--- src/rtl/dma_bus_arbiter_pkg.sv ---
// Shared constants for the DMA/CPU memory bus arbiter: default bus
// geometry, the arbiter state encoding and the burst counter width helper.
package dma_bus_arbiter_pkg;

    // Default width of every address and data bus
    localparam int DEFAULT_WORD_SIZE = 16;

    // Default number of words moved per DMA burst
    localparam int DEFAULT_BURST_LEN = 12;

    // Arbiter states: nobody on the bus, CPU access in flight,
    // one-cycle hand-over to the DMA, DMA burst in flight
    typedef enum logic [1:0] {
        ST_IDLE  = 2'd0,
        ST_CPU   = 2'd1,
        ST_GRANT = 2'd2,
        ST_BURST = 2'd3
    } arb_state_t;

    // Counter width able to hold 0..burst_len without wrapping
    function automatic int cnt_width(input int burst_len);
        int w;
        if (burst_len < 1) begin
            w = 1;
        end else begin
            w = $clog2(burst_len + 1);
        end
        return w;
    endfunction

endpackage

--- src/rtl/dma_bus_arbiter_burst_counter.sv ---
// Word counter for a DMA burst. Cleared on grant, advanced on each
// completed word, saturating at BURST_LEN so it can never wrap inside
// a burst. 'terminal' flags that the word now in flight is the last one.
module burst_counter
    import dma_bus_arbiter_pkg::*;
#(
    parameter int BURST_LEN = DEFAULT_BURST_LEN,
    parameter int CNT_W     = cnt_width(BURST_LEN)
) (
    input  logic             Clk,
    input  logic             Reset_N,
    input  logic             clear,
    input  logic             inc,
    output logic [CNT_W-1:0] count,
    output logic             terminal
);

    localparam logic [CNT_W-1:0] CNT_LAST = CNT_W'(BURST_LEN - 1);
    localparam logic [CNT_W-1:0] CNT_FULL = CNT_W'(BURST_LEN);
    localparam logic [CNT_W-1:0] CNT_ONE  = CNT_W'(1);
    localparam logic [CNT_W-1:0] CNT_ZERO = CNT_W'(0);

    logic [CNT_W-1:0] count_r;

    // Count completed burst words; clear wins over increment, hold at full
    always_ff @(posedge Clk or negedge Reset_N) begin
        if (!Reset_N) begin
            count_r <= CNT_ZERO;
        end else if (clear) begin
            count_r <= CNT_ZERO;
        end else if (inc && (count_r != CNT_FULL)) begin
            count_r <= count_r + CNT_ONE;
        end else begin
            count_r <= count_r;
        end
    end

    assign count    = count_r;
    assign terminal = (count_r == CNT_LAST);

endmodule

--- src/rtl/dma_bus_arbiter.sv ---
// Memory bus arbiter between a CPU data port and a burst DMA engine.
// The DMA wins ties; a CPU access already on the bus is never aborted.
// A DMA burst always completes BURST_LEN words once granted, and the
// end-of-burst interrupt pulses in the cycle the grant drops.
module dma_bus_arbiter
    import dma_bus_arbiter_pkg::*;
#(
    parameter int WORD_SIZE = DEFAULT_WORD_SIZE,
    parameter int BURST_LEN = DEFAULT_BURST_LEN
) (
    input  logic                 Clk,
    input  logic                 Reset_N,
    // CPU data port
    input  logic                 cpu_readM,
    input  logic                 cpu_writeM,
    input  logic [WORD_SIZE-1:0] cpu_address,
    input  logic [WORD_SIZE-1:0] cpu_wdata,
    output logic [WORD_SIZE-1:0] cpu_rdata,
    output logic                 cpu_doneM,
    output logic                 cpu_stall,
    // DMA port
    input  logic                 BR,
    output logic                 BG,
    input  logic                 dma_write,
    input  logic [WORD_SIZE-1:0] dma_address,
    input  logic [WORD_SIZE-1:0] dma_wdata,
    output logic [WORD_SIZE-1:0] dma_rdata,
    output logic                 dma_doneM,
    output logic                 dma_end,
    // Memory port
    output logic                 m_readM,
    output logic                 m_writeM,
    output logic [WORD_SIZE-1:0] m_address,
    output logic [WORD_SIZE-1:0] m_wdata,
    input  logic [WORD_SIZE-1:0] m_rdata,
    input  logic                 m_doneM
);

    localparam int               CNT_W    = cnt_width(BURST_LEN);
    localparam logic [CNT_W-1:0] CNT_FULL = CNT_W'(BURST_LEN);
    localparam logic [WORD_SIZE-1:0] WORD_ZERO = {WORD_SIZE{1'b0}};

    arb_state_t       state_r;
    logic             dma_end_r;
    logic             cpu_req_s;
    logic             cnt_clear_s;
    logic             cnt_inc_s;
    logic [CNT_W-1:0] count_s;
    logic             terminal_s;
    logic             cnt_sat_s;
    logic             burst_last_s;

    assign cpu_req_s   = cpu_readM | cpu_writeM;
    assign cnt_clear_s = (state_r == ST_GRANT);
    assign cnt_inc_s   = (state_r == ST_BURST) & m_doneM;

    // A saturated counter in BURST can only come from corruption; leave
    // the burst rather than hold the bus forever.
    assign cnt_sat_s    = (count_s >= CNT_FULL);
    assign burst_last_s = (m_doneM & terminal_s) | cnt_sat_s;

    burst_counter #(
        .BURST_LEN (BURST_LEN),
        .CNT_W     (CNT_W)
    ) u_burst_counter (
        .Clk      (Clk),
        .Reset_N  (Reset_N),
        .clear    (cnt_clear_s),
        .inc      (cnt_inc_s),
        .count    (count_s),
        .terminal (terminal_s)
    );

    // Arbiter FSM with the registered end-of-burst interrupt
    always_ff @(posedge Clk or negedge Reset_N) begin
        if (!Reset_N) begin
            state_r   <= ST_IDLE;
            dma_end_r <= 1'b0;
        end else begin
            dma_end_r <= 1'b0;
            case (state_r)
                ST_IDLE: begin
                    if (BR) begin
                        state_r <= ST_GRANT;
                    end else if (cpu_req_s) begin
                        state_r <= ST_CPU;
                    end else begin
                        state_r <= ST_IDLE;
                    end
                end
                ST_CPU: begin
                    if (m_doneM) begin
                        state_r <= ST_IDLE;
                    end else begin
                        state_r <= ST_CPU;
                    end
                end
                ST_GRANT: begin
                    state_r <= ST_BURST;
                end
                ST_BURST: begin
                    if (burst_last_s) begin
                        state_r   <= ST_IDLE;
                        dma_end_r <= 1'b1;
                    end else begin
                        state_r <= ST_BURST;
                    end
                end
                default: begin
                    state_r <= ST_IDLE;
                end
            endcase
        end
    end

    // Bus steering: memory port, completions and stall decoded from state
    always_comb begin
        BG        = 1'b0;
        cpu_stall = 1'b0;
        cpu_doneM = 1'b0;
        cpu_rdata = WORD_ZERO;
        dma_doneM = 1'b0;
        dma_rdata = WORD_ZERO;
        m_readM   = 1'b0;
        m_writeM  = 1'b0;
        m_address = WORD_ZERO;
        m_wdata   = WORD_ZERO;
        if (!Reset_N) begin
            // Reset must silence the pass-through paths immediately
            BG = 1'b0;
        end else begin
            case (state_r)
                ST_IDLE: begin
                    if (BR) begin
                        cpu_stall = cpu_req_s;
                    end else if (cpu_req_s) begin
                        m_readM   = cpu_readM;
                        m_writeM  = cpu_writeM;
                        m_address = cpu_address;
                        m_wdata   = cpu_wdata;
                    end else begin
                        cpu_stall = 1'b0;
                    end
                end
                ST_CPU: begin
                    m_readM   = cpu_readM;
                    m_writeM  = cpu_writeM;
                    m_address = cpu_address;
                    m_wdata   = cpu_wdata;
                    if (m_doneM) begin
                        cpu_doneM = 1'b1;
                        cpu_rdata = m_rdata;
                    end else begin
                        cpu_doneM = 1'b0;
                    end
                end
                ST_GRANT: begin
                    BG        = 1'b1;
                    cpu_stall = cpu_req_s;
                end
                ST_BURST: begin
                    BG        = 1'b1;
                    cpu_stall = cpu_req_s;
                    m_readM   = ~dma_write;
                    m_writeM  = dma_write;
                    m_address = dma_address;
                    m_wdata   = dma_wdata;
                    if (m_doneM) begin
                        dma_doneM = 1'b1;
                        dma_rdata = m_rdata;
                    end else begin
                        dma_doneM = 1'b0;
                    end
                end
                default: begin
                    BG = 1'b0;
                end
            endcase
        end
    end

    assign dma_end = dma_end_r;

endmodule
--- config.mk ---
export PLATFORM = sky130hd
export DESIGN_NAME = dma_bus_arbiter
export DESIGN_NICKNAME = d
export VERILOG_FILES = /design/src/rtl/dma_bus_arbiter_pkg.sv /design/src/rtl/dma_bus_arbiter_burst_counter.sv /design/src/rtl/dma_bus_arbiter.sv
export SDC_FILE = /design/constraint.sdc
export NUM_CORES = 1
export LEC_CHECK = 0
export ABC_AREA = 0
export CAP_MARGIN = 20
export CELL_PAD_IN_SITES_DETAIL_PLACEMENT = 0
export CELL_PAD_IN_SITES_GLOBAL_PLACEMENT = 1
export CORE_MARGIN = 8
export CORE_UTILIZATION = 15
export CTS_CLUSTER_DIAMETER = 120
export CTS_CLUSTER_SIZE = 14
export DETAILED_ROUTE_END_ITERATION = 8
export HOLD_SLACK_MARGIN = 0.02
export PLACE_DENSITY = 0.87
export SLEW_MARGIN = 20
export SYNTH_ARGS = -nofsm -noshare
export SYNTH_HDL_FRONTEND = slang
export SYNTH_SLANG_ARGS = --single-unit
--- constraint.sdc ---
create_clock -name Clk -period 3.45 [get_ports Clk]
set_input_delay 0.345 -clock Clk [delete_from_list [all_inputs] [get_ports Clk]]
set_output_delay 0.345 -clock Clk [all_outputs]
set_load 0.1 [all_outputs]
==> out/results.ini <==
[finish]
seq_area_um2=175
fillers=668
drive_gt1_frac=0.289
most-common-layout-cells=clkdlybuf4s50_1 (87), buf_12 (64), and2_1 (35), a22o_1 (30), buf_4 (8)
area_growth_pct=208
mostFrequentLayoutCell=clkdlybuf4s50_1
fin_nets=374
multiInputGateArea_um2=774
antenna_cells=0

[clocking]
root_buffer=clkbuf_8
cts_tree=yes
cts_inserted_buffers=3
cts_hold_buf=0
clock_latency_ns=0.23
cts_resized=0
clkTransAtPathRegs_ns=0.04
post_cts_buffers=0
cts_max_level=1
cts_sinks=7
clockBufferDepth=2

[detailed_routing]
vias=1618
drt_first_pass_iters=4
post_drt_wl_per_cell_um=16.2
viasPerCell=4.22
drc=0
detail-route-antenna-nets=0
first_iter_violations=30
routed_wl_um=6220

[floorplan]
design.die.area_um2=10200
die_x_um=101
pin_count=158
rows=31
start_util=0.152
die_h_um=101
coreArea_um2=7140

[critical_path]
slowest_delay_ns=0.64
reg2reg_to=u_burst_counter.count[0]$_DFFE_PN0P_
cp_slowest_cell=clkdlybuf4s50_1
cp_data_required_time_ns=3.11
crit_path_end_kind=primary output
r2r_start=u_burst_counter.count[0]$_DFFE_PN0P_
path_max_fanout=17
path_class=input port to primary output
r2r_cells=5
worstPathCellList=clkdlybuf4s50_1 > nand3_1 > nor2_2 > and2_1 > buf_12
crit_arrival_ns=2.09
rrSetupSlack_ns=2.00
worstSetupStartpointType=input port

[job]
cap_viol_max_count=0

[placed_design]
detailed_place_hpwl_um=5460
gp_congestion=0.870
dp_slack_ns=0.927
port-buffer-count=157

[global_routing]
overflow=0
antenna_found_initial=0
grtUsageTotal=0.111
grt_pass1_vias=1666
grt_pass1_wl_um=9070
grt_max_degree=33

[power]
p_switching_mw=1.62
irDropWorstVdd_mv=0.289
p_per_area_nw_per_um2=785
swShare=0.616
p_comb_frac=0.890
finalPower_mw=2.63
clkPwrFrac=0.043
p_leak_nw=1.38
p_int_mw=1.01
seqPwrFrac=0.067

[synthesis]
synth_async_sr_flop_share=1.00
synth_nets=222
syn_inst=133
synth.area.top_cells=a22o_1 (24%), and2_1 (20%), dfrtp_1 (16%)
syn_area_um2=1090
ys_warn_count=0
synth_top_area_frac=0.242
ys_seq_elements=7
avgSynthCellArea_um2=8.17
synth-edff-count=0
synth_top_area_cell=a22o_1
ys.flop_type=dfrtp_1
synth_cell_types=31
seq_area_frac_synth=0.161

[timing]
period_minus_slack_ns=2.43
tightestPinTransition_ns=0.981
hold_viol=0
setup_ws_ns=1.02
relSlewSlack=0.344
clock_skew_ns=0.000878
fin_setup_tns_ns=0
setup_viol=0
final.period_utilization=0.705
max_freq_ghz=0.411
slew_violations=0
rsz0062_at_grt=no

[min_path]
hp-class=input port to async pin

[outcome]
outcome=complete, no violations

## worst max-delay path, delay by kind of cell
kind | cells | cell delay (ns)
and+or+nand+nor | 3 | 0.90
buffers and inverters | 2 | 0.83
## kinds of logic (layout without fill, tap and decap cells)
| group | after synthesis | after routing | share of synthesized area |
|---|---|---|---|
| AND/OR/NAND/NOR | 59 | 59 | 0.311 |
| AO/OA/AOI/OAI | 48 | 48 | 0.379 |
| buffers and inverters | 17 | 168 | 0.126 |
| flip-flops | 7 | 7 | 0.161 |
| adder cells (fa/ha/maj) | 2 | 2 | 0.0230 |
## worst max path at each step
stage                     startpoint       endpoint  slack (ns)  depth (start not counted)
after detailed placement     m_doneM  dma_rdata[13]        0.93                          5
final                        m_doneM  dma_rdata[13]        1.02                          5
after CTS                    m_doneM  dma_rdata[13]        0.93                          5
after floorplan              m_doneM  dma_rdata[10]        1.20                          5
after global placement       m_doneM  dma_rdata[13]        1.01                          5
after global routing         m_doneM   cpu_rdata[2]        0.82                          5
## state kept, by name, summed over array words and instances, names as in the netlist
register / cells
dma_end: 1
state_r: 2
u_burst_counter.count: 4
## metrics by stage
step,hold WS [ns],cells,area [µm²],utilization
2_1_floorplan,0.0494,133,1090,-
3_3_place_gp,0.583,379,3300,0.463
3_5_place_dp,0.609,379,3300,0.463
4_1_cts,0.484,383,3350,0.469
5_1_grt,0.497,383,3350,0.469
6_report,0.484,383,3350,0.469
## cell usage after synthesis, types with 2 or more instances
cell type,number
nand2_1,5
a21oi_1,3
buf_4,3
dfrtp_1,7
and2_1,35
nand3_1,4
a22o_2,2
a22o_1,30
buf_6,8
o21ai_0,3
ha_1,2
nor2_2,2
inv_1,5
nor2_1,6
and3_1,2
## routing by layer
metal | share of wire | track usage
met5 | 0 | 0
met3 | 0.078 | 0.0242
met4 | 0.0063 | 0.0241
met2 | 0.52 | 0.202
met1 | 0.39 | 0.126
## final cells by class
class | count | share of cell area
Inverter | 5 | 0.00560
Multi-Input combinational cell | 109 | 0.231
Timing Repair Buffer | 159 | 0.660
Clock buffer | 4 | 0.0134
Tap cell | 99 | 0.0370
Sequential cell | 7 | 0.0523
## power groups by stage
stage | registers [mW] | clock network, mW | logic (mW)
2_1_floorplan | 0.153 | 0 | 1.57
3_3_place_gp | 0.173 | 0 | 2.34
3_5_place_dp | 0.175 | 0 | 2.36
4_1_cts | 0.174 | 0.118 | 2.36
5_1_grt | 0.182 | 0.122 | 2.42
6_report | 0.175 | 0.114 | 2.34
(Power assumes the default switching activity.)
